$ cat config.mk
export PLATFORM = sky130hd
export DESIGN_NAME = router_pkt_sink
export DESIGN_NICKNAME = d
export VERILOG_FILES = /design/src/rtl/router_pkt_sink.sv
export SDC_FILE = /design/constraint.sdc
export NUM_CORES = 1
export LEC_CHECK = 0
export ABC_AREA = 1
export BUFFER_PORTS_ARGS = -buffer_cell sky130_fd_sc_hd__buf_4
export CAP_MARGIN = 20
export CORE_ASPECT_RATIO = 1.4
export CORE_MARGIN = 4
export CORE_UTILIZATION = 52
export CTS_CLUSTER_DIAMETER = 150
export CTS_CLUSTER_SIZE = 28
export DETAILED_ROUTE_END_ITERATION = 6
export GPL_TIMING_DRIVEN = 0
export PLACE_DENSITY = 0.84
export SETUP_SLACK_MARGIN = 0.3
export SYNTH_ARGS = -nofsm -noshare
export SYNTH_HDL_FRONTEND = slang
export SYNTH_SLANG_ARGS = --single-unit
$ cat constraint.sdc
create_clock -name clock -period 1.8 [get_ports clock]
set_clock_uncertainty 0.15 [all_clocks]
set_input_delay 0.09 -clock clock [delete_from_list [all_inputs] [get_ports clock]]
set_output_delay 0.09 -clock clock [all_outputs]
set_load 0.05 [all_outputs]
$ cat src/rtl/router_pkt_sink.sv
// Destination-side reader for one router output FIFO: drains a packet, streams its
// payload, checks the trailing XOR parity byte and aborts on a prolonged FIFO stall.
module router_pkt_sink #(
   parameter int DATA_W  = 8,
   parameter int TIMEOUT = 30,
   parameter int CNT_W   = 16
) (
   input  logic              clock,
   input  logic              resetn,
   input  logic              soft_reset,
   input  logic              sink_en,
   input  logic              empty,
   input  logic [DATA_W-1:0] fifo_data,
   output logic              read_enb,
   output logic              byte_valid,
   output logic [DATA_W-1:0] byte_out,
   output logic [1:0]        pkt_addr,
   output logic [5:0]        pkt_len,
   output logic              pkt_done,
   output logic              parity_err,
   output logic              timeout_err,
   output logic              busy,
   output logic [CNT_W-1:0]  pkt_count
);

   localparam int            TW         = $clog2(TIMEOUT + 1);
   localparam logic [TW-1:0] STALL_LAST = TW'(TIMEOUT - 1);

   typedef enum logic [1:0] {IDLE, HDR, BODY} state_t;

   state_t            state;
   logic [6:0]        need;
   logic [6:0]        issued;
   logic [6:0]        recvd;
   logic [TW-1:0]     stall_cnt;
   logic              vld_p1;
   logic [DATA_W-1:0] parity_acc;

   logic in_body;
   logic want;
   logic take;
   logic payload_hit;
   logic parity_hit;
   logic stall_hit;

   // Read issue and consume decode; soft_reset masks every strobe in its cycle.
   always_comb begin
      in_body     = (state == BODY);
      want        = in_body && (issued < need);
      read_enb    = resetn && !soft_reset && !empty &&
                    (((state == IDLE) && sink_en) || want);
      take        = in_body && vld_p1 && !soft_reset;
      payload_hit = take && (recvd < {1'b0, pkt_len});
      parity_hit  = take && (recvd == {1'b0, pkt_len});
      stall_hit   = want && empty && !soft_reset && (stall_cnt == STALL_LAST);
   end

   assign byte_valid  = payload_hit;
   assign byte_out    = payload_hit ? fifo_data : '0;
   assign pkt_done    = parity_hit;
   assign parity_err  = parity_hit && (parity_acc != fifo_data);
   assign timeout_err = stall_hit;
   assign busy        = (state != IDLE);

   always_ff @(posedge clock or negedge resetn) begin
      if (!resetn) begin
         state      <= IDLE;
         need       <= '0;
         issued     <= '0;
         recvd      <= '0;
         stall_cnt  <= '0;
         vld_p1     <= 1'b0;
         parity_acc <= '0;
         pkt_addr   <= '0;
         pkt_len    <= '0;
         pkt_count  <= '0;
      end else if (soft_reset) begin
         state      <= IDLE;
         need       <= '0;
         issued     <= '0;
         recvd      <= '0;
         stall_cnt  <= '0;
         vld_p1     <= 1'b0;
         parity_acc <= '0;
      end else begin
         case (state)
            IDLE: begin
               if (read_enb) state <= HDR;
            end
            HDR: begin
               pkt_len    <= fifo_data[7:2];
               pkt_addr   <= fifo_data[1:0];
               parity_acc <= fifo_data;
               need       <= 7'(fifo_data[7:2]) + 7'd1;
               issued     <= '0;
               recvd      <= '0;
               stall_cnt  <= '0;
               vld_p1     <= 1'b0;
               state      <= BODY;
            end
            BODY: begin
               // Stage boundary: a read this cycle returns its byte next cycle.
               vld_p1 <= read_enb;
               if (read_enb) begin
                  issued    <= issued + 7'd1;
                  stall_cnt <= '0;
               end else if (want && empty) begin
                  stall_cnt <= stall_cnt + TW'(1);
               end
               if (payload_hit) begin
                  parity_acc <= parity_acc ^ fifo_data;
                  recvd      <= recvd + 7'd1;
               end
               if (parity_hit) begin
                  if (!parity_err) pkt_count <= pkt_count + CNT_W'(1);
                  vld_p1 <= 1'b0;
                  state  <= IDLE;
               end
               if (stall_hit) begin
                  vld_p1    <= 1'b0;
                  stall_cnt <= '0;
                  state     <= IDLE;
               end
            end
            default: state <= IDLE;
         endcase
      end
   end

endmodule
==> impl_metrics.yaml <==
power_and_ir_drop:
  switching_share_pct: 33.46
  leakage_nw: 2.843
  seqPwrFrac_pct: 42.5
  power_frac_comb_pct: 23.3
  p_int_mw: 2.336
  p_clk_share_pct: 34.2
  p_per_area_mw_per_mm2: 600.2
  ir_worst_vdd_mv: 0.5791
  power.switching_mw: 1.174
sta:
  timing.fmax_mhz: 428.3
  slew_headroom_pct: 45.18
  post-route-period-util_pct: 129.7
  rsz0062_at_grt: "true"
  setup_slack_ns: -0.5350
  finalHoldViolCount: 61
  worst_pin_slew_ns: 0.8223
  hold_ws_ns: -0.3439
  setup_viol: 59
  fin_crit_ns: 2.335
  drv_slew: 0
critical_path:
  cp.required_ns: 1.56
  critical_path.slowest_cell: "dfrtp_1"
  cp-end-kind: "output port"
  critical_path_class: "flip-flop to output port"
  r2r_slack_ns: -0.45
  cp_top_family: "simple AND/OR/NAND/NOR gates"
  crit_fanout: 5
  cp.buffers_inverters: 2
  critPathArrivalTime_ns: 2.10
  r2r_cells: 10
  reg2reg_from: "recvd[3]"
  slowest_delay_ns: 0.46
  path_cells: "ha_4 > nand2_4 > nor3b_4 > nand2_2 > nand2_4 > buf_12 > nor2_4 > buf_6"
  cp-start-kind: "flip-flop"
  cp.depth: 8
  r2r-end: "state[0]"
  crit_top_cell: "nand2_4"
cts:
  cts_sinks: 61
  cts_buffer_depth: 2
  clk_pin_slew_worst_paths_ns: 0.08
  hold_buffers: 9
  cts_tree: "built"
  cts_htree_levels: 3
  clk_latency_ns: 0.37
  root_buffer: "clkbuf_8"
  numCtsBuffers: 9
synth:
  synth_warnings: 0
  synth_cell_type_count: 44
  synth_top_area_share_pct: 40.34
  synthesis.nets: 487
  yosysMostFrequentCell: "nand2_1"
  synth_commonest_cells: "nand2_1, dfrtp_1, inv_1"
  ys_top_cells_by_area: "dfrtp_1, nand2_1, inv_1"
  syn_area_per_cell_um2: 8.297
  ys_seq_area_share_pct: 40.34
  async_reset_ff_share_pct: 100.0
  synth_edf_count: 0
  ys_ff_latch: 61
  synth_cells: 456
  synthesis.area_mm2: 0.003784
  synth_top_area_cell: "dfrtp_1"
  ys.flop_type: "dfrtp_1"
die:
  fp.dieW_um: 80.09
  core_mm2: 0.007027
  dieArea_mm2: 0.008724
  initial_utilization_pct: 53.85
  row_count: 36
  top_level_ports: 51
  dieHeight_um: 108.9
final_layout:
  fill_cells: 356
  final_util_pct: 83.23
  nets: 603
  drive_above_1_share_pct: 45.66
  area_delta_synth_final_pct: 54.56
  final_cell_area_mm2: 0.005848
  final_cells: 671
  antenna_cells: 0
routing:
  ant_nets: 0
  dr.pass1.iters: 6
  routed_wl_um: 14330
  drc: 0
  via_count: 4073
  drt-initial-drc-count: 372
  wl_per_cell_um: 21.35
  via_per_inst: 6.070
global_routing:
  grt_usage_pct: 27.41
  grt_max_degree: 63
  antenna_found_initial: 0
  grt_pass1_vias: 3874
  grt_pass1_wl_um: 18420
  grt-ovfl-total: 0
flow_run:
  maxCapViolCount: 0
min_path:
  min_path_type: "input pin to asynchronous set/reset pin"
placed_design:
  gp_congestion: 0.8765
  post_dp_cell_area_mm2: 0.004473
  place_hpwl_um: 6560
  io_buffer_count: 49
  place_inst: 600
run_status:
  violations: "negative hold slack, negative setup slack"
  status: "complete, but fails checks"
==> worst max path at each step <==
stage | from | slack [ns] | end
4_1_cts | recvd[5] | -0.45 | byte_out[5]
3_3_place_gp | recvd[5] | -0.32 | pkt_count[9]
5_1_grt | recvd[3] | -0.59 | byte_out[0]
2_1_floorplan | pkt_len[5] | -0.45 | pkt_count[11]
6_report | recvd[3] | -0.54 | byte_out[1]
3_5_place_dp | recvd[5] | -0.36 | pkt_count[11]
==> metal layers <==
metal	share of wire (%)	track usage (%)	vias to the layer above
li1	-	-	1726
met1	34	31.63	1984
met2	52	47.99	273
met3	7.4	4.132	90
met4	5.9	15.22	0
met5	0	0	-
==> power by group through the flow <==
stage | clock (mW) | combinational, mW | sequential (mW)
finish | 1.20 | 0.819 | 1.49
global route | 1.25 | 0.867 | 1.50
CTS | 1.15 | 0.724 | 1.49
detailed placement | 0 | 0.647 | 1.51
global placement | 0 | 0.634 | 1.51
floorplan | 0 | 0.283 | 1.67
==> repair_timing <==
item                                   4_1_cts  5_1_grt
setup endpoints to repair                   72       75
resized for setup                           79       95
gates cloned                                 4        1
buffers inserted                            26       16
endpoints found under the hold margin       81       61
pin swaps                                   22       36
==> logic make-up (layout without fill, tap and decap cells) <==
family,after synthesis,after routing,synth area share [%]
compound gates,54,54,8.400
xor+xnor,29,29,6.912
fa+ha+maj,18,18,5.952
buf+inv,78,197,9.160
flops,61,61,40.34
mux,1,1,0.2646
simple gates,215,216,28.97
==> stage by stage <==
| step | TNS, ns | power, mW | setup slack, ns |
|---|---|---|---|
| detailed placement | -11.43 | 2.159 | -0.3631 |
| global route | -26.91 | 3.612 | -0.5937 |
| floorplan | -11.29 | 1.953 | -0.4477 |
| finish | -23.08 | 3.510 | -0.5350 |
| CTS | -16.98 | 3.362 | -0.4530 |
| global placement | -9.315 | 2.142 | -0.3232 |
==> cell type report <==
type                       instances  area, µm²  area share [%]
multi-input combinational        318       2535           43.35
sequential                        61       1534           26.23
timing repair buffer             104       1060           18.12
inverter                          68      281.5           4.814
clock buffer                      14      172.7           2.953
buffer                            10      141.4           2.418
tap                               95      118.9           2.033
clock inverter                     1      5.005         0.08558
==> cells in the final DEF, fill, tap and decap left out, types with 15 or more instances in the layout <==
cell type	count
nor2_4	15
buf_4	53
o21ai_2	15
xor2_1	20
nand2_2	28
inv_1	48
nor3_1	16
nand3_1	28
nand2_1	63
buf_6	33
dfrtp_1	55
==> sequential cells by signal, summed over array words and instances (netlist names), 5 cells and up <==
register / cells
pkt_count: 16
parity_acc: 8
issued: 7
need: 7
recvd: 7
pkt_len: 6
stall_cnt: 5
==> worst reg2reg max path, cell delays in order (launching register included) <==
cell	delay [ns]
dfrtp_1	0.46
ha_4	0.31
nand2_4	0.05
nor3b_4	0.28
nand3b_4	0.17
nor2_8	0.20
buf_6	0.13
buf_6	0.09
nand3b_1	0.19
nand4_1	0.12
inv_1	0.07
Power figures use the tool's default switching activity.
